==> config.mk <==
export PLATFORM = sky130hd
export DESIGN_NAME = extremum_tracker
export DESIGN_NICKNAME = d
export VERILOG_FILES = /design/src/rtl/extremum_pkg.sv /design/src/rtl/refractory_counter.sv /design/src/rtl/extremum_tracker.sv
export SDC_FILE = /design/constraint.sdc
export NUM_CORES = 1
export LEC_CHECK = 0
export CAP_MARGIN = 20
export CORE_MARGIN = 2
export CORE_UTILIZATION = 50
export CTS_CLUSTER_SIZE = 8
export DETAILED_ROUTE_END_ITERATION = 12
export GPL_TIMING_DRIVEN = 0
export PLACE_DENSITY = 0.73
export SLEW_MARGIN = 20
export SYNTH_ARGS = -nofsm -noshare
export SYNTH_HDL_FRONTEND = slang
export SYNTH_SLANG_ARGS = --single-unit
==> constraint.sdc <==
create_clock -name i_clk -period 10 [get_ports i_clk]
set_clock_uncertainty 0.05 [all_clocks]
set_input_delay 2.5 -clock i_clk [delete_from_list [all_inputs] [get_ports i_clk]]
set_output_delay 2.5 -clock i_clk [all_outputs]
set_load 0.05 [all_outputs]
==> src/rtl/extremum_pkg.sv <==
// Shared types for the extremum tracker: detection mode, control FSM states,
// history priming levels and mode decode helpers.
package extremum_pkg;

    typedef enum logic [1:0] {
        MODE_MAX  = 2'b00,
        MODE_MIN  = 2'b01,
        MODE_BOTH = 2'b10,
        MODE_OFF  = 2'b11
    } mode_e;

    typedef enum logic [1:0] {
        IDLE       = 2'b00,
        SEARCH     = 2'b01,
        REFRACTORY = 2'b10
    } state_e;

    // Two prior samples must exist before x[n-1] can be judged a turning point.
    localparam logic [1:0] PRIME_LEVEL = 2'd2;
    localparam logic [1:0] PRIME_SAT   = 2'd3;

    function automatic logic mode_allows_max(input mode_e m);
        return (m == MODE_MAX) || (m == MODE_BOTH);
    endfunction

    function automatic logic mode_allows_min(input mode_e m);
        return (m == MODE_MIN) || (m == MODE_BOTH);
    endfunction

endpackage

==> src/rtl/refractory_counter.sv <==
// Counts LEN accepted samples after a start pulse; LEN of zero still consumes
// one accepted sample so the blanking period is never empty.
module refractory_counter #(
    parameter int unsigned LEN = 72
) (
    input  logic i_clk,
    input  logic i_rst,
    input  logic i_start,
    input  logic i_ce,
    output logic o_done_c,
    output logic o_active
);

    localparam int unsigned TARGET = (LEN == 0) ? 1 : LEN;
    localparam int unsigned CW     = $clog2(TARGET + 1);

    logic [CW-1:0] r_cnt;
    logic          r_active;

    assign o_done_c = r_active && i_ce && (r_cnt == CW'(TARGET - 1));
    assign o_active = r_active;

    always_ff @(posedge i_clk) begin
        if (i_rst) begin
            r_cnt    <= '0;
            r_active <= 1'b0;
        end else if (i_start) begin
            r_cnt    <= '0;
            r_active <= 1'b1;
        end else if (o_done_c) begin
            r_cnt    <= '0;
            r_active <= 1'b0;
        end else if (r_active && i_ce) begin
            r_cnt    <= r_cnt + CW'(1);
        end
    end

endmodule

==> src/rtl/extremum_tracker.sv <==
// Local extremum detector: finds thresholded peaks/troughs of a sample stream
// inside a search window, then blanks detection for a refractory period.
module extremum_tracker
    import extremum_pkg::*;
#(
    parameter int unsigned DATA_WIDTH  = 11,
    parameter int unsigned REFRACT_LEN = 72,
    parameter int unsigned TS_WIDTH    = 16
) (
    input  logic                  i_clk,
    input  logic                  i_rst,
    input  logic                  i_ce,
    input  logic                  i_win_active,
    input  logic [1:0]            i_mode,
    input  logic [DATA_WIDTH-2:0] i_threshold,
    input  logic [DATA_WIDTH-1:0] i_signal,
    input  logic                  i_signal_valid,
    output logic                  o_extremum_valid,
    output logic                  o_extremum_is_max,
    output logic [DATA_WIDTH-1:0] o_extremum_value,
    output logic [TS_WIDTH-1:0]   o_extremum_ts,
    output logic                  o_refractory_active
);

    localparam int unsigned XW = DATA_WIDTH + 1;
    localparam logic signed [XW-1:0] ZERO = '0;

    state_e r_state;
    state_e w_state_next;

    logic [DATA_WIDTH-1:0] r_x1;
    logic [DATA_WIDTH-1:0] r_x2;
    logic [TS_WIDTH-1:0]   r_ts_cnt;
    logic [TS_WIDTH-1:0]   r_ts1;
    logic [1:0]            r_prime;

    logic                  r_valid;
    logic                  r_is_max;
    logic [DATA_WIDTH-1:0] r_value;
    logic [TS_WIDTH-1:0]   r_ts;

    logic  w_accept;
    logic  w_primed;
    logic  w_cand_max;
    logic  w_cand_min;
    logic  w_detect;
    logic  w_det_is_max;
    logic  w_refr_done;
    logic  w_refr_active;
    mode_e w_mode;

    logic signed [XW-1:0] w_x0_e;
    logic signed [XW-1:0] w_x1_e;
    logic signed [XW-1:0] w_x2_e;
    logic signed [XW-1:0] w_d_n;
    logic signed [XW-1:0] w_d_p;
    logic signed [XW-1:0] w_thr_pos;
    logic signed [XW-1:0] w_thr_neg;

    assign w_accept = i_ce && i_signal_valid;
    assign w_mode   = mode_e'(i_mode);
    assign w_primed = (r_prime >= PRIME_LEVEL);

    // One extra bit keeps both slopes and the negated threshold exact.
    assign w_x0_e    = {i_signal[DATA_WIDTH-1], i_signal};
    assign w_x1_e    = {r_x1[DATA_WIDTH-1], r_x1};
    assign w_x2_e    = {r_x2[DATA_WIDTH-1], r_x2};
    assign w_d_n     = w_x0_e - w_x1_e;
    assign w_d_p     = w_x1_e - w_x2_e;
    assign w_thr_pos = {2'b00, i_threshold};
    assign w_thr_neg = -w_thr_pos;

    assign w_cand_max = w_primed && (w_d_p > ZERO) && (w_d_n <= ZERO)
                        && (w_x1_e >= w_thr_pos) && mode_allows_max(w_mode);
    assign w_cand_min = w_primed && (w_d_p < ZERO) && (w_d_n >= ZERO)
                        && (w_x1_e <= w_thr_neg) && mode_allows_min(w_mode);

    always_ff @(posedge i_clk) begin
        if (i_rst) begin
            r_state <= IDLE;
        end else begin
            r_state <= w_state_next;
        end
    end

    always_comb begin
        w_state_next = r_state;
        w_detect     = 1'b0;
        w_det_is_max = 1'b0;
        case (r_state)
            IDLE: begin
                if (i_ce && i_win_active) begin
                    w_state_next = SEARCH;
                end
            end
            SEARCH: begin
                if (w_accept && i_win_active && (w_cand_max || w_cand_min)) begin
                    w_detect     = 1'b1;
                    w_det_is_max = w_cand_max;
                    w_state_next = REFRACTORY;
                end else if (i_ce && !i_win_active) begin
                    w_state_next = IDLE;
                end
            end
            REFRACTORY: begin
                if (w_refr_done) begin
                    w_state_next = i_win_active ? SEARCH : IDLE;
                end
            end
            default: w_state_next = IDLE;
        endcase
    end

    // Sample history, timestamps and the held detection report.
    always_ff @(posedge i_clk) begin
        if (i_rst) begin
            r_x1     <= '0;
            r_x2     <= '0;
            r_ts_cnt <= '0;
            r_ts1    <= '0;
            r_prime  <= '0;
            r_valid  <= 1'b0;
            r_is_max <= 1'b0;
            r_value  <= '0;
            r_ts     <= '0;
        end else begin
            r_valid <= w_detect;
            if (w_detect) begin
                r_is_max <= w_det_is_max;
                r_value  <= r_x1;
                r_ts     <= r_ts1;
            end
            if (w_accept) begin
                r_x2     <= r_x1;
                r_x1     <= i_signal;
                r_ts1    <= r_ts_cnt;
                r_ts_cnt <= r_ts_cnt + TS_WIDTH'(1);
                if (r_prime != PRIME_SAT) begin
                    r_prime <= r_prime + 2'd1;
                end
            end
        end
    end

    refractory_counter #(
        .LEN(REFRACT_LEN)
    ) u_refr (
        .i_clk    (i_clk),
        .i_rst    (i_rst),
        .i_start  (w_detect),
        .i_ce     (w_accept),
        .o_done_c (w_refr_done),
        .o_active (w_refr_active)
    );

    assign o_extremum_valid    = r_valid;
    assign o_extremum_is_max   = r_is_max;
    assign o_extremum_value    = r_value;
    assign o_extremum_ts       = r_ts;
    assign o_refractory_active = w_refr_active;

endmodule
==> results.sh, run 1 <==
export IMPL_clk_pin_slew_worst_paths_ns=0.09
export IMPL_seq_area_frac_synth=0.3444
export IMPL_wirelength_mm=13.64
export IMPL_reg2reg_setup_slack_ns=6.37
export IMPL_synth_edff_count=0
export IMPL_core_um2=10790
export IMPL_insertedDiodeCount=0
export IMPL_layout_nets=837
export IMPL_pin_count=58
export IMPL_ys_async_sr_fraction=0
export IMPL_ys_ff_latch=95
export IMPL_critical_path_peak_fanout=10
export IMPL_cp_top_family="compound AO/OA/AOI/OAI gates"
export IMPL_final_max_slew_viol_count=0
export IMPL_via_count=4935
export IMPL_path_buf_inv=3
export IMPL_worst_path_stages=16
export IMPL_clock_sinks=95
export IMPL_gp_congestion=0.9120
export IMPL_ff_latch_area_um2=1902
export IMPL_relSlewSlack=0.4939
export IMPL_htreeDepth=3
export IMPL_criticalPathCategory="in -> reg"
export IMPL_slowest_delay_ns=0.50
export IMPL_timing_rr_start="r_x1[0]"
export IMPL_fin_crit_ns=5.651
export IMPL_grtUsageTotal=0.2368
export IMPL_cts_hold_buf=0
export IMPL_synth_warning_count=0
export IMPL_critPathArrivalTime_ns=5.85
export IMPL_synth_fp_nets=770
export IMPL_status="finished, final reports clean"
export IMPL_grt_pass1_wl_mm=22.19
export IMPL_cts_tree="done"
export IMPL_layout_drive_gt1_share=0.05249
export IMPL_fin_ws_ns=4.349
export IMPL_area_growth_pct=17.29
export IMPL_rsz0062_at_grt="false"
export IMPL_avgSynthCellArea_um2=8.002
export IMPL_ys_flop_type="dfxtp_1"
export IMPL_critPathSlowestCell="clkdlybuf4s50_1"
export IMPL_fp_dieH_um=109.1
export IMPL_drt_iter0_drc=380
export IMPL_ff2ff_path_depth=12
export IMPL_grt_overflow=0
export IMPL_utilization=0.6000
export IMPL_grt_max_degree=17
export IMPL_grt_antenna_before_repair=0
export IMPL_cts_root_buf="clkbuf_8"
export IMPL_reg2reg_to="o_extremum_ts[11]"
export IMPL_max_cap_violations=0
export IMPL_fin_tns_setup_ns=0
export IMPL_die_area_um2=11900
export IMPL_worst_pin_slew_ns=0.7522
export IMPL_hpwlAfterDp_mm=10.68
export IMPL_worstSetupEndpointType="register"
export IMPL_post_cts_buffers=0
export IMPL_vias_per_cell=5.471
export IMPL_cp_cell_sequence="clkdlybuf4s50_1, nor4_1, nand2_1, o41ai_1, o21ai_0, ha_1, nand4_1, nor3_1, nor2_1, o21ai_0, o2111a_1, a21o_1, a41o_1, buf_6, buf_6, o22ai_2"
export IMPL_p_per_area_nw_per_um2=122.8
export IMPL_ir_worst_vdd_mv=0.1285
export IMPL_initial_core_util=0.5116
export IMPL_worstSetupEndpoint="o_extremum_ts[11]"
export IMPL_ctsResizeCount=0
export IMPL_clockBufferDepth=2
export IMPL_holdCritPathClass="reg -> reg"
export IMPL_floorplan_rows=38
export IMPL_ant_nets=0
export IMPL_grt_pass1_vias=4921
export IMPL_clock_latency_ns=0.36
export IMPL_fillerInstances=942
export IMPL_crit_path_start="i_threshold[2]"
export IMPL_cts_buffers=9
export IMPL_required_ns=10.20
export IMPL_pre_cts_ws_ns=3.983
export IMPL_cp_start_kind="input pin"
export IMPL_finalSetupViolCount=0
export IMPL_p_leak_uw=0.002475
export IMPL_dieWidth_um=109.1
export IMPL_drc=0
export IMPL_synthCells=690
export IMPL_syn_area_um2=5522
export IMPL_max_freq_mhz=177.0
export IMPL_hold_viol=0
export IMPL_wire_per_inst_um=15.12
export IMPL_multi_input_area_um2=3139
export IMPL_dr_pass1_iters=5
export IMPL_port_buffers=56
export IMPL_fin_crit_sh=0.5651
export IMPL_ys_types=56
## tightest hold or removal path: cells and delay by family, from the launching register on
kind,cells,cell delay (ns)
AOI/OAI and AO/OA,1,0.05
and+or+nand+nor,1,0.05
DFF,1,0.32
## power breakdown
| group | internal (uW) | total [uW] | switching, uW | leakage [uW] |
|---|---|---|---|---|
| sequential | 382 | 390 | 7.41 | 0.000767 |
| clock | 142 | 275 | 133 | 0.000115 |
| combinational | 55.5 | 130 | 74.6 | 0.00159 |
| total | 580 | 795 | 215 | 0.00248 |
## placed cells by master, fill, tap and decap left out, types with 8 or more instances in the layout
cell type / count
nand4_1: 8
nor3_1: 13
nand2b_1: 10
clkbuf_8: 9
o21ai_0: 18
o22ai_2: 10
inv_1: 93
nand2_1: 103
a21oi_1: 64
dfxtp_1: 95
nand3_1: 19
xor2_1: 18
clkdlybuf4s50_1: 56
xnor2_1: 12
nor2b_1: 8
a21o_1: 8
o22ai_1: 19
nor2_1: 41
ha_1: 50
clkbuf_1: 15
## area by class of cell
class | count | share of cell area
timing repair buffer | 56 | 0.08655
tap | 140 | 0.02705
buffer | 23 | 0.02029
clock inverter | 7 | 0.01468
inverter | 93 | 0.05390
multi-input combinational | 479 | 0.4847
clock buffer | 9 | 0.01913
sequential | 95 | 0.2937
## how the worst min path moves through the flow
stage	start	to	slack [ns]	cells past startpoint
after floorplan	r_ts1[0]	o_extremum_ts[0]	0.38	2
after global placement	r_x2[7]	r_x2[7]	0.39	2
after detailed placement	r_ts1[15]	o_extremum_ts[15]	0.40	2
after CTS	r_ts1[6]	r_ts1[6]	0.42	2
after global routing	r_ts1[4]	o_extremum_ts[4]	0.43	2
final	r_ts1[6]	r_ts1[6]	0.41	2
## layer usage
layer,track usage,up-vias,wire length (um)
li1,-,2503,-
met1,0.2916,2267,6024
met2,0.4126,131,6518
met3,0.04124,34,666
met4,0.08608,0,431
met5,0,-,0
## logic make-up after synthesis
logic type	count (synthesis)	synth area share
buffers and inverters	116	0.08701
and+or+nand+nor	226	0.1869
DFF	95	0.3444
AOI/OAI and AO/OA	164	0.2001
muxes	7	0.01337
adders and majority gates	52	0.1206
xor gates and xnor gates	30	0.04759
## synthesized netlist by cell type, drive strengths merged (3+ instances only)
cell type	instances	area, um2
and3	5	36.28
or3	3	18.77
nand4	8	50.05
nand3	19	95.09
o21ai	19	95.09
mux2	3	33.78
a21oi	64	320.3
nor3	13	65.06
nor4	4	25.02
o22ai	29	244.0
mux2i	4	40.04
and2	3	18.77
ha	50	625.6
o2111ai	6	52.55
o21bai	3	22.52
o21a	4	30.03
a211oi	7	52.55
a21o	8	60.06
nor2b	8	50.05
buf	8	75.07
o31ai	4	30.03
xor2	18	157.7
clkbuf	15	56.30
dfxtp	95	1902
xnor2	12	105.1
nand2	103	386.6
nor2	41	153.9
inv	93	349.1
nand2b	10	62.56
## state kept, by name, indices dropped and copies added (netlist names), 7 cells and up
register          cells
o_extremum_ts        16
r_ts1                16
r_ts_cnt             16
o_extremum_value     11
r_x1                 11
r_x2                 11
u_refr.r_cnt          7
## stage by stage
stage / hold WS [ns] / instance area, um2 / instances / power [uW]
after floorplan: 0.3791 / 5522 / 690 / 486.5
after global placement: 0.3937 / 6257 / 886 / 521.8
after detailed placement: 0.4017 / 6257 / 886 / 526.8
after CTS: 0.4153 / 6476 / 902 / 801.6
after global routing: 0.4314 / 6476 / 902 / 829.3
final: 0.4131 / 6476 / 902 / 795.1
(Power assumes the default switching activity.)
==> run 2, diff against run 1 <==
Settings changed: PLACE_DENSITY 0.73 to 0.76.
Clock period 10 ns to 4.8 ns, I/O delays scaled along.
==> run 2 against run 1 <==
Net effect:
- first-iteration DRC count fell by 29%
- global-route usage is 0.24 points lower
- core utilization is 0.16 points higher
- design area increased by 0.27%
- largest power group unchanged
==> results.sh, run 2 (same netlist as run 1, synthesis figures left out) <==
export IMPL_floorplan_rows=38
export IMPL_relSlewSlack=0.4503
export IMPL_layout_common_cells="nand2_1 (103), dfxtp_1 (95), inv_1 (93), a21oi_1 (64), clkdlybuf4s50_1 (56)"
export IMPL_clockBufferDepth=2
export IMPL_crit_path_start="i_threshold[4]"
export IMPL_grt_overflow=0
export IMPL_drt_iter0_drc=270
export IMPL_worstSetupEndpointType="register"
export IMPL_hpwlAfterDp_mm=10.35
export IMPL_ctsResizeCount=0
export IMPL_cts_buffers=9
export IMPL_p_leak_uw=0.002477
export IMPL_p_per_area_nw_per_um2=261.3
export IMPL_criticalPathCategory="in -> reg"
export IMPL_ff2ff_path_depth=12
export IMPL_area_growth_pct=17.61
export IMPL_fin_crit_ns=4.398
export IMPL_max_freq_mhz=227.4
export IMPL_status="finished, final reports clean"
export IMPL_cp_top_family="compound AO/OA/AOI/OAI gates"
export IMPL_hold_viol=0
export IMPL_initial_core_util=0.5116
export IMPL_finalSetupViolCount=0
export IMPL_wirelength_mm=13.43
export IMPL_grtUsageTotal=0.2344
export IMPL_dieWidth_um=109.1
export IMPL_holdCritPathClass="reg -> reg"
export IMPL_insertedDiodeCount=0
export IMPL_grt_pass1_wl_mm=22.02
export IMPL_ir_worst_vdd_mv=0.1654
export IMPL_path_buf_inv=3
export IMPL_reg2reg_to="o_extremum_ts[10]"
export IMPL_cp_cell_sequence="clkdlybuf4s50_1, nor4_1, nand2_1, o41ai_1, o21ai_0, ha_1, nand4_1, a211oi_1, o21ai_0, o2111a_1, a21o_1, a41o_1, buf_6, buf_6, o22ai_1"
export IMPL_final_max_slew_viol_count=0
export IMPL_fin_crit_sh=0.9162
export IMPL_clock_latency_ns=0.37
export IMPL_reg2reg_setup_slack_ns=1.12
export IMPL_critical_path_peak_fanout=10
export IMPL_slowest_delay_ns=0.46
export IMPL_via_count=4885
export IMPL_grt_antenna_before_repair=0
export IMPL_cp_start_kind="input pin"
export IMPL_clk_pin_slew_worst_paths_ns=0.10
export IMPL_post_cts_buffers=0
export IMPL_drc=0
export IMPL_cts_root_buf="clkbuf_8"
export IMPL_gp_congestion=0.8936
export IMPL_core_um2=10790
export IMPL_timing_rr_start="r_x1[0]"
export IMPL_critPathArrivalTime_ns=4.64
export IMPL_die_area_um2=11900
export IMPL_layout_nets=837
export IMPL_fin_tns_setup_ns=0
export IMPL_dp_cells=886
export IMPL_pin_count=58
export IMPL_worstSetupEndpoint="o_extremum_ts[15]"
export IMPL_fin_cells=902
export IMPL_vias_per_cell=5.416
export IMPL_layout_drive_gt1_share=0.05249
export IMPL_fp_dieH_um=109.1
export IMPL_required_ns=5.04
export IMPL_critPathSlowestCell="clkdlybuf4s50_1"
export IMPL_worst_path_stages=15
export IMPL_max_cap_violations=0
export IMPL_wire_per_inst_um=14.88
export IMPL_ant_nets=0
export IMPL_port_buffers=56
export IMPL_grt_max_degree=18
export IMPL_rsz0062_at_grt="false"
export IMPL_dr_pass1_iters=5
export IMPL_htreeDepth=3
export IMPL_cts_hold_buf=0
export IMPL_clock_sinks=95
export IMPL_cts_tree="done"
export IMPL_grt_pass1_vias=4748
export IMPL_final_common_cell="nand2_1"
export IMPL_worst_pin_slew_ns=0.8170
run 2: changes by cell type in the layout (fill, tap and decap cells not counted), sizes merged:
cell      before  now
clkbuf        24   25
clkinv         3    0
clkinvlp       0    1
inv           95   96
run 2: how the worst min path moves through the flow:
| stage | from | end | slack, ns | cells after the start |
|---|---|---|---|---|
| final | r_ts1[5] | o_extremum_ts[5] | 0.40 | 2 |
| after global routing | r_ts1[3] | o_extremum_ts[3] | 0.43 | 2 |
| after CTS | r_ts1[1] | o_extremum_ts[1] | 0.40 | 2 |
| after detailed placement | r_ts1[1] | o_extremum_ts[1] | 0.40 | 2 |
| after global placement | r_ts1[0] | o_extremum_ts[0] | 0.38 | 2 |
| after floorplan | r_ts1[0] | o_extremum_ts[0] | 0.38 | 2 |
run 2: per-stage QoR:
step / hold WS (ns) / utilization / total power, uW / cell area [um2] / setup WS [ns]
after floorplan: 0.3791 / - / 1014 / 5522 / 1.030
after global placement: 0.3844 / 0.5798 / 1088 / 6257 / 0.1560
after detailed placement: 0.3958 / 0.5798 / 1097 / 6257 / 0.1160
after CTS: 0.4023 / 0.6017 / 1702 / 6494 / 0.4850
after global routing: 0.4255 / 0.6017 / 1773 / 6494 / 0.1639
final: 0.4006 / 0.6017 / 1697 / 6494 / 0.4022
run 2: worst register-to-register path, cell delays in order (launching register included):
cell,delay (ns)
dfxtp_1,0.39
inv_1,0.15
ha_1,0.27
fa_1,0.50
nand2_1,0.06
a221o_1,0.26
a2111oi_0,0.39
o2111ai_1,0.18
a2111o_1,0.50
and3_4,0.22
a22oi_4,0.30
buf_6,0.23
o22ai_2,0.09
run 2: power breakdown:
group	switching, uW	internal (uW)
logic	156	116
registers	14.7	797
clock network	297	317
run 2: cell type report:
class	count	area, um2
Fill cell	977	4299
Multi-Input combinational cell	479	3139
Sequential cell	95	1902
Timing Repair Buffer	56	560.5
Inverter	93	349.1
Tap cell	140	175.2
Clock buffer	10	137.6
Buffer	23	131.4
Clock inverter	6	98.84
run 2: routing by layer:
layer  track usage  vias to the layer above  share of wire
met1        0.3031                     2277           0.46
met5             0                        -              0
met4       0.08333                        0          0.023
met2        0.3993                       95           0.48
met3       0.03108                       23          0.034
li1              -                     2490              -
==> run 3, diff against run 2 <==
Settings changed: HOLD_SLACK_MARGIN set to 0.12.
==> results of run 3 <==
Final layout, timing and power as in run 2 (identical DEF).
